==> src/rtl/alu5_pkg.sv <==
// Shared types and helpers for the 5-bit ALU sequential multiplier.
package alu5_pkg;
    localparam int ALU_W  = 5;
    localparam int PROD_W = 10;

    typedef enum logic [1:0] {
        IDLE = 2'd0,
        ACC  = 2'd1,
        DONE = 2'd2
    } state_t;

    typedef struct packed {
        state_t     state;
        logic [2:0] k;
        logic       carry;
    } dbg_t;

    // Partial product k: multiplicand shifted left by k when multiplier bit k is set.
    function automatic logic [PROD_W-1:0] partial_product(
        input logic [ALU_W-1:0] a,
        input logic [ALU_W-1:0] b,
        input int               k
    );
        logic [PROD_W-1:0] ext;
        ext = {{(PROD_W-ALU_W){1'b0}}, a};
        partial_product = b[k] ? (ext << k) : '0;
    endfunction
endpackage

==> src/rtl/add10_rca.sv <==
// 10-bit ripple-carry adder chained from fa cells.
module add10_rca
    import alu5_pkg::*;
(
    input  logic [PROD_W-1:0] A,
    input  logic [PROD_W-1:0] B,
    input  logic              CI,
    output logic [PROD_W-1:0] S,
    output logic              CO
);
    logic [PROD_W:0] carry;

    assign carry[0] = CI;

    for (genvar i = 0; i < PROD_W; i++) begin : g_bit
        fa u_fa (
            .a (A[i]),
            .b (B[i]),
            .ci(carry[i]),
            .s (S[i]),
            .co(carry[i+1])
        );
    end

    assign CO = carry[PROD_W];
endmodule

==> src/rtl/fa.sv <==
// One-bit full adder cell, the building block of the ripple adder.
module fa (
    input  logic a,
    input  logic b,
    input  logic ci,
    output logic s,
    output logic co
);
    assign s  = a ^ b ^ ci;
    assign co = (a & b) | (ci & (a ^ b));
endmodule

==> src/rtl/mul5_seq_ctrl.sv <==
// Sequential 5x5 multiplier: one shared 10-bit adder walks the five partial products.
// Define MUL5_MAC_EN for multiply-accumulate mode (CLR input, sticky CO).
module mul5_seq_ctrl
    import alu5_pkg::*;
#(
    parameter int W     = ALU_W,
    parameter int CNT_W = 3
) (
    input  logic           CLK,
    input  logic           RST,
    input  logic           IN_VALID,
    output logic           IN_READY,
    input  logic [W-1:0]   A,
    input  logic [W-1:0]   B,
    output logic           OUT_VALID,
    input  logic           OUT_READY,
    output logic [2*W-1:0] P,
    output logic           CO,
    output logic           BUSY,
`ifdef MUL5_MAC_EN
    input  logic           CLR,
`endif
    output dbg_t           dbg
);
    // Handshakes: a transfer happens on a rising edge where valid and ready are both
    // high; valid and its data stay stable until that edge, ready may change freely.

    state_t           state, state_next;
    logic [CNT_W-1:0] k;
    logic [W-1:0]     a_q, b_q;
    logic [2*W-1:0]   acc, pp, sum;
    logic             add_co;

    assign pp = partial_product(a_q, b_q, int'(k));

    add10_rca u_add (
        .A (acc),
        .B (pp),
        .CI(1'b0),
        .S (sum),
        .CO(add_co)
    );

    always_ff @(posedge CLK or posedge RST) begin
        if (RST) state <= IDLE;
        else     state <= state_next;
    end

    always_comb begin
        state_next = state;
        unique case (state)
            IDLE:    if (IN_VALID) state_next = ACC;
            ACC:     if (k == CNT_W'(W-1)) state_next = DONE;
            DONE:    if (OUT_READY) state_next = IDLE;
            default: state_next = IDLE;
        endcase
    end

    always_comb begin
        IN_READY  = (state == IDLE);
        OUT_VALID = (state == DONE);
        BUSY      = (state != IDLE);
        P         = OUT_VALID ? acc : '0;
    end

`ifdef MUL5_MAC_EN
    logic co_q;

    always_ff @(posedge CLK or posedge RST) begin
        if (RST) begin
            co_q <= 1'b0;
        end else if (state == IDLE && IN_VALID && CLR) begin
            co_q <= 1'b0;
        end else if (state == ACC) begin
            co_q <= co_q | add_co;
        end
    end

    assign CO = co_q;
`else
    assign CO = 1'b0;
`endif

    always_ff @(posedge CLK or posedge RST) begin
        if (RST) begin
            k   <= '0;
            acc <= '0;
            a_q <= '0;
            b_q <= '0;
        end else begin
            unique case (state)
                IDLE: if (IN_VALID) begin
                    a_q <= A;
                    b_q <= B;
                    k   <= '0;
`ifdef MUL5_MAC_EN
                    // Accumulate onto the previous result unless cleared on this accept.
                    if (CLR) acc <= '0;
`else
                    acc <= '0;
`endif
                end
                ACC: begin
                    acc <= sum;
                    k   <= k + 1'b1;
                end
                default: ;
            endcase
        end
    end

    assign dbg = '{state: state, k: k, carry: add_co};
endmodule

==> config.mk <==
export PLATFORM = sky130hd
export DESIGN_NAME = mul5_seq_ctrl
export DESIGN_NICKNAME = d
export VERILOG_FILES = /design/src/rtl/alu5_pkg.sv /design/src/rtl/add10_rca.sv /design/src/rtl/fa.sv /design/src/rtl/mul5_seq_ctrl.sv
export SDC_FILE = /design/constraint.sdc
export NUM_CORES = 1
export LEC_CHECK = 0
export BUFFER_PORTS_ARGS = -buffer_cell sky130_fd_sc_hd__buf_2
export CAP_MARGIN = 30
export CORE_MARGIN = 5
export CORE_UTILIZATION = 40
export DETAILED_ROUTE_END_ITERATION = 16
export PLACE_DENSITY_LB_ADDON = 0.2
export SKIP_CTS_REPAIR_TIMING = 1
export SYNTH_ARGS = -nofsm -noshare
export SYNTH_HDL_FRONTEND = slang
export SYNTH_HIERARCHICAL = 1
export SYNTH_SLANG_ARGS = --single-unit
export TNS_END_PERCENT = 30
==> constraint.sdc <==
create_clock -name CLK -period 7.9 [get_ports CLK]
set_input_delay 1.58 -clock CLK [delete_from_list [all_inputs] [get_ports CLK]]
set_output_delay 1.58 -clock CLK [all_outputs]
set_load 0.005 [all_outputs]
==> impl_metrics.json <==
{
  "seq_area_sq_um": 626,
  "clkSlewWorstSetupHoldPaths_ns": 0.08,
  "start_kind": "flip-flop",
  "avgSynthCellArea_sq_um": 12.2,
  "cts_buffers": 3,
  "syn_area_sq_um": 1570,
  "leakagePower_nw": 0.910,
  "grt_pass1_vias": 1141,
  "synth_cell_types": 35,
  "endpoint_kind": "primary output",
  "grt_pass1_wl_um": 5620,
  "nets": 187,
  "synth_seq_area_share": 0.398,
  "route.antenna.remaining_nets": 0,
  "fin_cells": 208,
  "ys_warn_count": 6,
  "dr_total_vias": 1064,
  "tightest_slew_ns": 0.894,
  "port_buffers": 32,
  "timing.hold.ws_ns": 0.524,
  "cp_slowest_cell": "dfrtp_1",
  "cp.arrival_ns": 5.61,
  "grt_usage": 0.136,
  "hold_path_class": "flip-flop to flip-flop",
  "dieHeight_um": 72.7,
  "vias_per_cell": 5.12,
  "layout-drive-gt1-share": 0.350,
  "finalSetupViolCount": 0,
  "final_common_cell": "buf_2",
  "status": "completed",
  "critical_path.max_fanout": 14,
  "cpLargestDelayFamily": "adder cells",
  "grt_max_degree": 26,
  "wl_um": 3210,
  "path_class": "flip-flop to primary output",
  "first_pass_iters": 4,
  "core_sq_um": 3740,
  "globalplace.congestion": 0.931,
  "utilization": 0.485,
  "slowest_delay_ns": 0.66,
  "dp.final_hpwl_um": 2460,
  "ioPinCount": 34,
  "antenna_found_initial": 0,
  "rsz0062_at_grt": "false",
  "dieArea_sq_um": 5280,
  "final_cell_mix": "buf_2, dfrtp_1, a22o_1",
  "maxSlewViolCount": 0,
  "skew_ns": 0.00158,
  "htree_levels": 1,
  "dr.first_iter.drc_count": 58,
  "fin_setup_tns_ns": 0,
  "multi_input_area_sq_um": 870,
  "worst-path-buf-inv": 1,
  "n_antenna_cell": 0,
  "path_cells": "mux2i_1 > nor3_1 > fa_1 > fa_1 > fa_1 > fa_1 > fa_1 > fa_1 > fa_1 > fa_1 > fa_1 > fa_1 > buf_2",
  "fp-row-count": 22,
  "wl_per_cell_um": 15.4,
  "drc": 0,
  "maxCapViolCount": 0,
  "clock-sinks": 25,
  "timing.slew.headroom": 0.403,
  "synth-seq-cells": 25,
  "fin_area_sq_um": 1810,
  "die_x_um": 72.7,
  "fmax_mhz": 139,
  "overflow": 0,
  "dp.cells": 202,
  "fillers": 360,
  "critical_path_required_ns": 6.32,
  "dpl_cell_area_sq_um": 1730,
  "fin_crit_ns": 7.19,
  "clock_latency_ns": 0.27,
  "crit_top_cell": "fa_1",
  "cellPowerDensity_nw_per_um2": 393,
  "fin_crit_sh": 0.910,
  "cts_root_buf": "clkbuf_8",
  "ir_drop_mv": 0.161,
  "finalHoldViolations": 0,
  "clockBufferDepth": 2,
  "area_delta_synth_final_pct": 15.5,
  "start_util": 0.419,
  "synth_cells": 129,
  "cts_tree": "yes"
}
==> layout make-up <==
| type | count | share of cell area |
|---|---|---|
| multi-input cells | 92 | 0.479 |
| flip-flops and latches | 25 | 0.345 |
| repair buffers | 34 | 0.108 |
| well taps | 48 | 0.0331 |
| clock buffers | 4 | 0.0248 |
| inverters | 5 | 0.0103 |
==> cells in the mapped netlist <==
| cell type | number | area (sq um) |
|---|---|---|
| a22o_1 | 13 | 114 |
| o22ai_1 | 1 | 6.26 |
| nor3_1 | 1 | 5.00 |
| inv_1 | 4 | 15.0 |
| clkbuf_1 | 1 | 3.75 |
| o221ai_1 | 1 | 8.76 |
| buf_4 | 2 | 15.0 |
| conb_1 | 1 | 3.75 |
| a32o_1 | 1 | 10.0 |
| or2_1 | 1 | 6.26 |
| dfrtp_1 | 25 | 626 |
| o21bai_1 | 1 | 7.51 |
| and2_1 | 12 | 75.1 |
| and3_1 | 2 | 12.5 |
| a31oi_1 | 1 | 6.26 |
| nand2_1 | 9 | 33.8 |
| or3_1 | 1 | 6.26 |
| nand3b_1 | 1 | 7.51 |
| and2b_1 | 1 | 7.51 |
| or2_4 | 1 | 8.76 |
| buf_2 | 5 | 25.0 |
| ha_1 | 2 | 25.0 |
| nand3_1 | 3 | 15.0 |
| o21ai_0 | 3 | 15.0 |
| and4bb_2 | 1 | 12.5 |
| mux2_4 | 10 | 150 |
| and2_4 | 1 | 8.76 |
| nor2b_1 | 2 | 12.5 |
| nor2_1 | 1 | 3.75 |
| o2bb2ai_2 | 1 | 15.0 |
| fa_1 | 10 | 200 |
| buf_12 | 1 | 20.0 |
| mux2_2 | 4 | 45.0 |
| inv_2 | 1 | 3.75 |
| mux2i_1 | 4 | 40.0 |
==> worst paths after layout <==
kind                       startpoint      to  slack (ns)  cells past startpoint
setup / recovery                 k[1]  dbg[0]        0.71                     13
setup reg to reg                 k[1]  acc[9]        2.29                     13
min in group asynchronous         RST    k[0]        1.23                      2
max in group asynchronous         RST  acc[0]        6.29                      3
hold / removal                 b_q[2]  b_q[2]        0.52                      1
hold reg to reg                b_q[2]  b_q[2]        0.52                      1
==> cell families (layout without fill, tap and decap cells) <==
group | count (synthesis) | after routing | synth area share
compound gates | 22 | 22 | 0.116
fa+ha+maj | 12 | 12 | 0.143
mux | 18 | 18 | 0.150
flops | 25 | 25 | 0.398
other cells | 1 | 3 | 0.00239
simple gates | 37 | 37 | 0.137
buf+inv | 14 | 43 | 0.0526
==> power breakdown <==
part	internal [W]	switching, W	total, W
combinational	0.000204	0.000159	0.000363
clock	0.0000361	0.0000401	0.0000763
sequential	0.000191	0.0000819	0.000273
total	0.000431	0.000281	0.000712
==> state kept, by name, indices dropped and copies added, names as in the netlist <==
| signal | flops |
|---|---|
| k | 3 |
| state | 2 |
| a_q | 5 |
| acc | 10 |
| b_q | 5 |
==> metal layers <==
layer / track usage / share of wire / wire, um / up-vias
met5: 0 / 0 / 0 / -
met4: 0.0533 / 0.017 / 53 / 0
met3: 0.0275 / 0.052 / 166 / 5
met2: 0.218 / 0.48 / 1540 / 23
met1: 0.181 / 0.45 / 1450 / 524
li1: - / - / - / 512
==> through the flow <==
stage	worst slack (ns)	total power, W
floorplan	1.52	0.000551
global route	0.436	0.000782
CTS	0.707	0.000716
detailed placement	1.02	0.000634
global placement	1.21	0.000619
finish	0.709	0.000712
Power figures use the tool's default switching activity.
